==> src/rtl/amp_i2c_master.sv <==
// I2C initiator for the amplifier control port: one register write or read per command.
// SCL is push-pull; SDA is open-drain (sdaoe=1 pulls low), with no clock stretching.
module amp_i2c_master #(
  parameter int CLK_DIV = 30
) (
  input  logic       clk,
  input  logic       resetb,
  input  logic       cmd_valid,
  output logic       cmd_ready,
  input  logic       cmd_rw,
  input  logic [6:0] dev_addr,
  input  logic [7:0] reg_addr,
  input  logic [7:0] wr_data,
  output logic [7:0] rd_data,
  output logic       done,
  output logic       ack_err,
  output logic       busy,
  output logic       scl,
  input  logic       sdai,
  output logic       sdao,
  output logic       sdaoe
);
  // Command handshake: a command transfers on any cycle where cmd_valid and cmd_ready are both high;
  // cmd_ready is high only in IDLE, and the command fields are held internally until done.
  typedef enum logic [2:0] {IDLE, START, BYTE, ACK, RSTART, STOP, DONE} state_t;
  typedef enum logic [2:0] {SEL_DEVW, SEL_REG, SEL_WR, SEL_DEVR, SEL_RX} sel_t;

  localparam logic [7:0] QMAX = 8'(CLK_DIV - 1);

  state_t     state, state_nxt;
  sel_t       byte_sel, sel_nxt;
  logic [7:0] qcnt;
  logic [1:0] phase;
  logic [2:0] bit_idx;
  logic [7:0] sreg, load_byte;
  logic       samp, rw_q;
  logic [6:0] dev_q;
  logic [7:0] reg_q, wr_q;
  logic       quarter_end, state_end;

  assign quarter_end = (qcnt == QMAX);
  assign state_end   = quarter_end && (phase == 2'd3);

  always_ff @(posedge clk or negedge resetb) begin
    if (!resetb) begin
      state    <= IDLE;
      byte_sel <= SEL_DEVW;
    end else begin
      state    <= state_nxt;
      byte_sel <= sel_nxt;
    end
  end

  always_comb begin
    state_nxt = state;
    sel_nxt   = byte_sel;
    case (state)
      IDLE:   if (cmd_valid) state_nxt = START;
      START:  if (state_end) begin state_nxt = BYTE; sel_nxt = SEL_DEVW; end
      BYTE:   if (state_end && bit_idx == 3'd7) state_nxt = ACK;
      ACK: begin
        if (state_end) begin
          // samp holds the ACK bit; a NACK on any transmitted byte aborts to STOP
          if (byte_sel != SEL_RX && samp) begin
            state_nxt = STOP;
          end else begin
            case (byte_sel)
              SEL_DEVW: begin state_nxt = BYTE; sel_nxt = SEL_REG; end
              SEL_REG: begin
                if (rw_q) state_nxt = RSTART;
                else begin state_nxt = BYTE; sel_nxt = SEL_WR; end
              end
              SEL_DEVR: begin state_nxt = BYTE; sel_nxt = SEL_RX; end
              default:  state_nxt = STOP;
            endcase
          end
        end
      end
      RSTART: if (state_end) begin state_nxt = BYTE; sel_nxt = SEL_DEVR; end
      STOP:   if (state_end) state_nxt = DONE;
      DONE:   state_nxt = IDLE;
      default: state_nxt = IDLE;
    endcase
  end

  always_comb begin
    case (sel_nxt)
      SEL_DEVW: load_byte = {dev_q, 1'b0};
      SEL_REG:  load_byte = reg_q;
      SEL_WR:   load_byte = wr_q;
      SEL_DEVR: load_byte = {dev_q, 1'b1};
      default:  load_byte = 8'hFF;
    endcase
  end

  always_ff @(posedge clk or negedge resetb) begin
    if (!resetb) begin
      qcnt    <= '0;
      phase   <= '0;
      bit_idx <= '0;
      sreg    <= '0;
      samp    <= 1'b0;
      rw_q    <= 1'b0;
      dev_q   <= '0;
      reg_q   <= '0;
      wr_q    <= '0;
      ack_err <= 1'b0;
      rd_data <= '0;
    end else if (state == IDLE) begin
      qcnt    <= '0;
      phase   <= '0;
      bit_idx <= '0;
      if (cmd_valid) begin
        rw_q    <= cmd_rw;
        dev_q   <= dev_addr;
        reg_q   <= reg_addr;
        wr_q    <= wr_data;
        ack_err <= 1'b0;
      end
    end else begin
      if (quarter_end) begin
        qcnt  <= '0;
        phase <= phase + 2'd1;
      end else begin
        qcnt <= qcnt + 8'd1;
      end
      if (quarter_end && phase == 2'd2) samp <= sdai;
      if (state == BYTE && state_end) bit_idx <= bit_idx + 3'd1;
      // One register serves both directions: tx bits leave from the MSB, rx bits enter at the LSB
      if (state_nxt == BYTE && state != BYTE) sreg <= load_byte;
      else if (state == BYTE && state_end) sreg <= {sreg[6:0], samp};
      if (state == ACK && state_end && byte_sel != SEL_RX && samp) ack_err <= 1'b1;
      if (state == ACK && state_end && byte_sel == SEL_RX) rd_data <= sreg;
    end
  end

  always_comb begin
    scl   = 1'b1;
    sdaoe = 1'b0;
    case (state)
      START:  sdaoe = phase[1];
      BYTE: begin
        scl   = phase[1];
        sdaoe = (byte_sel != SEL_RX) && !sreg[7];
      end
      ACK:    scl = phase[1];
      RSTART: begin
        scl   = (phase != 2'd0);
        sdaoe = phase[1];
      end
      STOP: begin
        scl   = (phase != 2'd0);
        sdaoe = !phase[1];
      end
      default: ;
    endcase
  end

  assign cmd_ready = (state == IDLE);
  assign busy      = (state != IDLE);
  assign done      = (state == DONE);
  assign sdao      = 1'b0;
endmodule

==> config.mk <==
export PLATFORM = sky130hd
export DESIGN_NAME = amp_i2c_master
export DESIGN_NICKNAME = d
export VERILOG_FILES = /design/src/rtl/amp_i2c_master.sv
export SDC_FILE = /design/constraint.sdc
export NUM_CORES = 1
export LEC_CHECK = 0
export BUFFER_PORTS_ARGS = -buffer_cell sky130_fd_sc_hd__buf_2
export CORE_MARGIN = 5
export CORE_UTILIZATION = 50
export CTS_CLUSTER_DIAMETER = 50
export DETAILED_ROUTE_END_ITERATION = 7
export HOLD_SLACK_MARGIN = 0.02
export MAX_ROUTING_LAYER = met4
export PLACE_DENSITY_LB_ADDON = 0.25
export SLEW_MARGIN = 20
export SYNTH_ARGS = -nofsm -noshare
export SYNTH_HDL_FRONTEND = slang
export SYNTH_SLANG_ARGS = --single-unit
==> constraint.sdc <==
create_clock -name clk -period 4.2 [get_ports clk]
set_clock_uncertainty 0.05 [all_clocks]
set_input_delay 0.42 -clock clk [delete_from_list [all_inputs] [get_ports clk]]
set_output_delay 0.42 -clock clk [all_outputs]
set_load 0.01 [all_outputs]
==> results, run 1 <==
- The flow ran to the end, and the final reports show no timing, DRC or antenna violations.
- Registers are responsible for 48.1% of the overall power.
- The antenna diode count is 0.
- The highest ir drop seen on vdd is 0.299 mV.
- The post-placement worst setup slack is 1300 ps.
- In this run the worst path has a maximum fanout of 10.
- For this run, the top clock speed supported by timing is 354 MHz.
- The total number of vias is 2190.
- By area the synthesized netlist is led by sky130_fd_sc_hd__dfrtp_1 49%, sky130_fd_sc_hd__mux2_2 12%, sky130_fd_sc_hd__nand2_1 4.1%.
- The internal power of the cells totals 977 uW.
- The total of warnings raised by yosys is 0.
- The ratio of routed vias to standard cells is 5.63.
- For this run, the post-layout net count is 345.
- The worst path in the final design needs a cycle of 2820 ps, including I/O delays and setup.
- TritonCTS built the clock tree.
- The worst setup path is of the flip-flop to flip-flop kind.
- Measured in cells, the most critical reg-to-reg path has a length of 8.
- Summing the areas of all fa, ha and maj instances in the mapped netlist gives 2.84% of the synthesized area.
- The portion of synthesized area spent on multiplexers is 12.7%.
- The total wirelength of the detailed-routed design is 6560 um.
- The total I/O pin count is 43.
- The category of the worst setup path capture point is a flip-flop.
- The number of global-route vias before repair is 2181.
- STA classifies the critical path startpoint as a flip-flop.
- The met2 routing resource usage after global routing is 27.9%.
- Summed over all nets, the switching power comes to 245 uW.
- Hold is met by 154 ps.
- The transition time at the pin with the least slew margin is 911 ps.
- After clock tree synthesis, the flow added hold-fix buffers numbering 0.
- The total clock buffers created by CTS is 9.
- Averaged over all synthesized cells, the footprint is 11.5 um^2.
- The fraction of the mapped netlist area in simple logic gates is 15.3%.
- STA puts the critical path data required time at 4400 ps.
- The share of cells above drive strength 1 is 34.4%.
- The die boundary height is 88.6 um.
- The initial antenna violation count was 0.
- The area of the placeable core is 0.00596 mm^2.
- Of the total power, the share spent switching nets is 20.1%.
- Global routing finished with a remaining overflow of 0.
- Across all setup checks in the final design, the least slack found is 1380 ps.
- Clock-pin slew was measured on the worst setup and hold paths at 70 ps.
- Entering global routing, the biggest net connects 42 pins.
- The power per standard cell area is 345 mW/mm^2.
- The number of violations of the max-capacitance limit is 0.
- The clock tree synthesis step divided the H-tree into 3 levels.
- Once detailed placement completed, the half-perimeter wirelength came to 4670 um.
- For met1 alone, demand over resource in global routing was 27.4%.
- The total die area is 0.00785 mm^2.
- The final weighted congestion of routability-driven global placement is 0.944.
- The detailed-router iteration count before antenna repair is 4.
- Headroom to the max-slew limit came out at 39.3%.
- The number of cells upsized or downsized after cts is 0.
- The leakage power total is 0.00169 uW.
- The post-CTS repair timing setup buffer count is 0.
- Yosys instantiated no cell more often than sky130_fd_sc_hd__dfrtp_1.
- Setup repair after global routing left no endpoint under its margin.
- By count the netlist is led by 61 x sky130_fd_sc_hd__dfrtp_1, 34 x sky130_fd_sc_hd__nand2_1, 33 x sky130_fd_sc_hd__mux2_2.
- CTS saw 61 sinks.
- The most used flip-flop cell after synthesis is sky130_fd_sc_hd__dfrtp_1.
- The synthesized netlist devotes 2.79% of its cell area to XOR and XNOR gates.
- For met3 alone, demand over resource in global routing was 3.35%.
- The total count of hold-check failures in the final report was 0.
- The residual antenna-violating net count after detailed routing is 0.
- The standard-cell row count is 28.
- The number of register bits inferred by synthesis is 61.
- The most area-hungry cell type in the Yosys netlist is sky130_fd_sc_hd__dfrtp_1.
- The main combinational cell family by area after synthesis is simple AND/OR/NAND/NOR gates.
- The endpoint arrival time on the critical path is 3020 ps.
- The share of the synthesized area in compound gates (AO/OA/AOI/OAI) is 12.8%.
- Of the available clock period, the critical path in the final layout requires 67.2%.
- The per-cell routed wire length is 16.9 um.
- The post-synthesis async set-or-reset flop share is 100%.
- The slack of the worst reg-to-reg path is 1380 ps.
- The cell area that synthesis handed to floorplanning was 0.00309 mm^2.
- The area occupied by registers is 0.00153 mm^2.
- The cell chosen for the clock root is sky130_fd_sc_hd__clkbuf_8.
- The final number of setup-violating endpoints is 0.
- At the later pin of the worst-skew pair, clock insertion delay measures 350 ps.
- The wire length of the first global-routing pass is 11200 um.
- The maximum clock insertion buffer count is 2.
- The number of buffer cells added on primary ports is 41.
- Once the floorplan was initialized, standard cells occupied 51.9% of the core.
- The busiest metal layer after global routing is met2.
- The share of Yosys cell area claimed by the top area cell type is 49.4%.
- Combinational logic burns 2.1% of the power.
- In this run, the clock network consumes 49.8% of the power.
- The first-iteration detailed-routing DRC count is 151.
- The number of flops mapped to enable cells by yosys is 0.
- The global-route usage over all layers is 19.6%.
- The max-slew violation count was 0.
- The share of the Yosys chip area taken by registers is 49.4%.
- From synthesis to final layout, the design area changed by 14.5%.
- Setup total negative slack on the finished layout was measured at 0 ps.
- The footprint of the multi-input gates is 0.00144 mm^2.
- Fill cells in the final layout number 534.
- The horizontal die dimension is 88.6 um.
- When the netlist entered floorplanning its net count stood at 304.
- The class of the most critical hold timing path is primary input to async pin.
- For this run, design rule violations remaining after detail routing come to 0.
- Counting every instance in the synthesized netlist gives 269.
- Counting distinct cell types in the post-synthesis netlist gives 58.
- The startpoint identified for the worst register-to-register timing path is phase[1]$_DFFE_PN0P_.
- The worst flop-to-flop path endpoint is sreg[6]$_DFFE_PN0P_.
-- logic make-up (layout without fill, tap and decap cells) --
kind of cell	Yosys count	count (layout)
AND/OR/NAND/NOR	89	89
flip-flops	61	61
AO/OA/AOI/OAI	46	46
multiplexers	35	35
buffers and inverters	21	66
XOR/XNOR	9	9
adder cells (fa/ha/maj)	7	7
other	1	1
-- state kept, by name (all words and copies together) (netlist names), 2 cells and up --
signal / flops
dev_q: 7
phase: 2
sreg: 8
bit_idx: 3
rd_data: 8
state: 3
wr_q: 8
reg_q: 8
byte_sel: 3
qcnt: 8
-- power groups by stage --
stage          combinational, uW  sequential (uW)  clock [uW]
2_1_floorplan               1.80              599           0
3_3_place_gp                25.9              598           0
3_5_place_dp                26.2              598           0
4_1_cts                     26.4              587         621
5_1_grt                     29.7              587         644
6_report                    25.3              587         609
-- worst max-delay path by stage --
| stage | cells after the start | from | slack [ps] | endpoint |
|---|---|---|---|---|
| floorplan | 10 | qcnt[1]$_DFF_PN0_ | 1930 | sreg[0]$_DFFE_PN0P_ |
| detailed placement | 5 | state[2]$_DFF_PN0_ | 1300 | dev_q[0]$_DFFE_PN0P_ |
| finish | 8 | phase[1]$_DFFE_PN0P_ | 1380 | sreg[6]$_DFFE_PN0P_ |
| CTS | 5 | state[2]$_DFF_PN0_ | 1260 | dev_q[0]$_DFFE_PN0P_ |
| global placement | 5 | state[2]$_DFF_PN0_ | 1280 | reg_q[6]$_DFFE_PN0P_ |
| global route | 8 | phase[1]$_DFFE_PN0P_ | 1150 | sreg[6]$_DFFE_PN0P_ |
-- per-stage QoR --
stage / area, um^2 / std cells / power, uW / utilization [%]
6_report: 3540 / 389 / 1220 / 59.4
5_1_grt: 3540 / 389 / 1260 / 59.4
4_1_cts: 3540 / 389 / 1230 / 59.4
3_5_place_dp: 3300 / 374 / 625 / 55.5
3_3_place_gp: 3300 / 374 / 624 / 55.5
2_1_floorplan: 3090 / 269 / 600 / -
-- layer usage --
metal  wire [um]  vias to the layer above  share of wire, %
met5           0                        -                 0
met4         150                        0               2.3
met3         285                       11               4.3
met2        2960                       64                45
met1        3170                     1063                48
li1            -                     1052                 -
-- cells in the final DEF (no fill, tap or decap), types with 3 or more instances in the layout --
| cell type | instances |
|---|---|
| sky130_fd_sc_hd__inv_1 | 7 |
| sky130_fd_sc_hd__xnor2_1 | 3 |
| sky130_fd_sc_hd__nand3_1 | 3 |
| sky130_fd_sc_hd__dfrtp_1 | 61 |
| sky130_fd_sc_hd__mux2_2 | 33 |
| sky130_fd_sc_hd__xor2_1 | 5 |
| sky130_fd_sc_hd__nand2_1 | 34 |
| sky130_fd_sc_hd__nor3_1 | 7 |
| sky130_fd_sc_hd__nor2_1 | 17 |
| sky130_fd_sc_hd__o21ai_0 | 3 |
| sky130_fd_sc_hd__a32oi_1 | 7 |
| sky130_fd_sc_hd__a31oi_1 | 3 |
| sky130_fd_sc_hd__clkbuf_8 | 12 |
| sky130_fd_sc_hd__nand2b_1 | 7 |
| sky130_fd_sc_hd__a21oi_1 | 9 |
| sky130_fd_sc_hd__ha_1 | 7 |
| sky130_fd_sc_hd__buf_2 | 41 |
| sky130_fd_sc_hd__nand4_1 | 4 |
| sky130_fd_sc_hd__o221ai_1 | 7 |
-- cell type report --
cell class                 count  area share (%)
sequential                    61            43.1
clock inverter                 3            1.91
inverter                       9            1.03
timing repair buffer          42            6.01
clock buffer                  12            4.67
tap                           75            2.65
multi-input combinational    187            40.6
-- critical path, stage by stage, from the launching register on --
cell and delay [ps]:
sky130_fd_sc_hd__dfrtp_1 450, sky130_fd_sc_hd__ha_1 240, sky130_fd_sc_hd__nand4bb_4 110, sky130_fd_sc_hd__or2_0 560, sky130_fd_sc_hd__a21oi_1 190, sky130_fd_sc_hd__a211o_2 370, sky130_fd_sc_hd__xnor2_2 360, sky130_fd_sc_hd__o221ai_1 190
sky130_fd_sc_hd__a32oi_1 190
No activity file was read; power rests on OpenSTA's default activity.
==> run 2: changes to the inputs <==
Clock period 4.2 ns to 2.6 ns, I/O delays scaled along.
==> run 2 against run 1 <==
Against the previous run:
- sequential power up 62%
- critical path type unchanged
- routed wire length down 2.9%
- highest routed layer unchanged
- design area is 2.2% higher
- critical path depth did not move
- setup slack worse by 1200 ps
- non-clock buffer count rose by 16
- largest cell class unchanged
- sequential share of layout area is 0.93 points lower
==> results, run 2 (synthesis results as in run 1) <==
- The run finished with clean final reports.
- The final weighted congestion of routability-driven global placement was 0.961 (+1.8%).
- The later-pin clock latency in the skew report is 340 ps (about the same).
- The final period demand of the worst path is 2410 ps (-416 ps).
- The total die area came to 0.00785 mm^2 (unchanged).
- The highest ir drop seen on vdd is 0.368 mV (+23%).
- The final worst setup slack was 194 ps (-1180 ps).
- The ratio of routed vias to standard cells is 5.50 (-2.4%).
- The share of cells above drive strength 1 is 36.9% (+2.5 points).
- The TritonCTS clock tree is done.
- The class of the most critical hold timing path is primary input to async pin.
- The residual antenna-violating net count after detailed routing is 0 (unchanged).
- The detailed-router iteration count before antenna repair is 4 (unchanged).
- The total clock buffers created by CTS is 9 (unchanged).
- The antenna diode count is 0 (unchanged).
- The final total negative setup slack is 0 ps (unchanged).
- The final net count came to 361 (+4.6%).
- The area of the placeable core was 0.00596 mm^2 (unchanged).
- The per-cell routed wire length is 15.7 um (-7.0%).
- The power per standard cell area is 484 mW/mm^2 (+40%).
- The total I/O pin count is 43 (unchanged).
- The number of violations of the max-capacitance limit is 0 (unchanged).
- The final instance count without filler cells is 406 (+4.4%).
- The clock-pin transition on the worst setup and hold timing paths is 70 ps (about the same).
- The horizontal die dimension is 88.6 um (unchanged).
- The total number of vias is 2231 (+1.9%).
- The first-iteration detailed-routing DRC count is 154 (+2.0%).
- The relative slew slack is 50.1% (+11 points).
- The area growth from synthesis to layout is 17.1%.
- The standard-cell row count came to 28 (unchanged).
- The number of buffer cells added on primary ports was 41 (unchanged).
- The transition time at the pin with the least slew margin came to 749 ps (-162 ps).
- The wire length of the first global-routing pass was 11000 um (-1.5%).
- The final number of setup-violating endpoints came to 0 (unchanged).
- The cell sitting at the root of the clock tree is a sky130_fd_sc_hd__clkbuf_8.
- The endpoint arrival time on the critical path is 2570 ps (-450 ps).
- Leaving out fill and tap cells, the most frequent cells in the layout are 61 x sky130_fd_sc_hd__dfrtp_1, 41 x sky130_fd_sc_hd__buf_2, 34 x sky130_fd_sc_hd__nand2_1.
- The die boundary height came to 88.6 um (unchanged).
- The total count of hold-check failures in the final report is 0 (unchanged).
- The post-placement worst setup slack is 76.2 ps (-1220 ps).
- The data required time of the worst path is 2760 ps (-1640 ps).
- The total number of clock tree sinks is 61 (unchanged).
- The type of origin of the critical path is a flip-flop.
- The number of levels in the clock H-tree is 3 (unchanged).
- The global route total overflow came to 0 (unchanged).
- The leakage power total was 0.00175 uW (+3.3%).
- The total wirelength of the detailed-routed design is 6370 um (-2.9%).
- The post-CTS repair timing setup buffer count is 0 (unchanged).
- The final hold slack is 19.6 ps (-134 ps).
- The largest driver fanout on the critical path is 7 (-3).
- The maximum number of pins on one net before global-route repair is 62 (+48%).
- The final worst-path cycle share was 92.5% (+25 points).
- The number of global-route vias before repair is 2206 (+1.1%).
- The initial antenna violation count came to 0 (unchanged).
- The global-route usage over all layers is 19.0% (-0.64 points).
- The worst setup path is of the flip-flop to flip-flop kind.
- The initial standard-cell utilization of the core came to 51.9% (unchanged).
- The worst setup path is captured at a flip-flop.
- Setup repair after global routing left no endpoint under its margin.
- The utilization of the core after routing is 60.7% (+1.3 points).
- The maximum clock insertion buffer count is 2 (unchanged).
- Leaving out fill and tap cells, the most frequent cell in the layout is sky130_fd_sc_hd__dfrtp_1.
- The maximum operating frequency is 416 MHz (+17%).
- The HPWL after detailed placement came to 4590 um (-1.5%).
- The instance count after placement with tap cells included is 390 (+4.3%).
- The max-slew violation count came to 0 (unchanged).
- The number of DRC violations after detailed routing is 0 (unchanged).
## run 2: cell types whose count changed in the layout (fill, tap and decap cells not counted), sizes merged
cell,before,now
buf,42,58
clkinvlp,1,2
clkinv,1,2
clkbuf,12,13
bufinv,2,0
## run 2: through the flow
| step | instance area, um^2 | total power, uW |
|---|---|---|
| 2_1_floorplan | 3090 | 970 |
| 3_3_place_gp | 3440 | 1010 |
| 3_5_place_dp | 3440 | 1010 |
| 4_1_cts | 3620 | 1770 |
| 5_1_grt | 3620 | 1820 |
| 6_report | 3620 | 1750 |
## run 2: area by class of cell
cell class | count | area (um^2)
repair buffers | 58 | 345
fillers | 506 | 2340
well taps | 75 | 93.8
flip-flops and latches | 61 | 1530
clock buffers | 13 | 159
clock inverters | 3 | 20.0
multi-input cells | 187 | 1440
inverters | 9 | 36.3
## run 2: path summary, 6_finish.rpt
kind	start	slack (ps)	cells past startpoint	end
max	qcnt[1]$_DFF_PN0_	190	8	sreg[6]$_DFFE_PN0P_
min	resetb	20	2	bit_idx[2]$_DFFE_PN0P_
max reg2reg	qcnt[1]$_DFF_PN0_	190	8	sreg[6]$_DFFE_PN0P_
min reg2reg	ack_err$_DFFE_PN0P_	450	2	ack_err$_DFFE_PN0P_
max in group asynchronous	resetb	1990	2	ack_err$_DFFE_PN0P_
min in group clk	wr_data[3]	100	2	wr_q[3]$_DFFE_PN0P_
## run 2: worst max-delay path: stages (launching register included)
cell,delay (ps)
sky130_fd_sc_hd__dfrtp_1,410
sky130_fd_sc_hd__inv_1,70
sky130_fd_sc_hd__ha_1,180
sky130_fd_sc_hd__nand4b_4,130
sky130_fd_sc_hd__or2_1,370
sky130_fd_sc_hd__o32ai_4,480
sky130_fd_sc_hd__nand2_1,280
sky130_fd_sc_hd__o221ai_1,240
sky130_fd_sc_hd__a32oi_1,80
## run 2: power breakdown
group          switching [uW]  internal [uW]  total (uW)
Sequential                  0            949         949
Combinational            23.6           15.7        39.3
Clock                     365            397         762
## run 2: timing repair
action	4_1_cts	5_1_grt
hold buffers	0	0
resized for setup	0	1
endpoints found under the setup margin	0	8
## run 2: per-layer routing
metal / vias to the layer above / GRT usage [%] / part of all wire, % / wire, um
li1: 1081 / - / - / -
met4: 0 / 8.65 / 1.9 / 119
met1: 1068 / 27.5 / 47 / 2990
met2: 66 / 25.7 / 46 / 2900
met3: 16 / 3.45 / 5.7 / 363
met5: - / - / 0 / 0
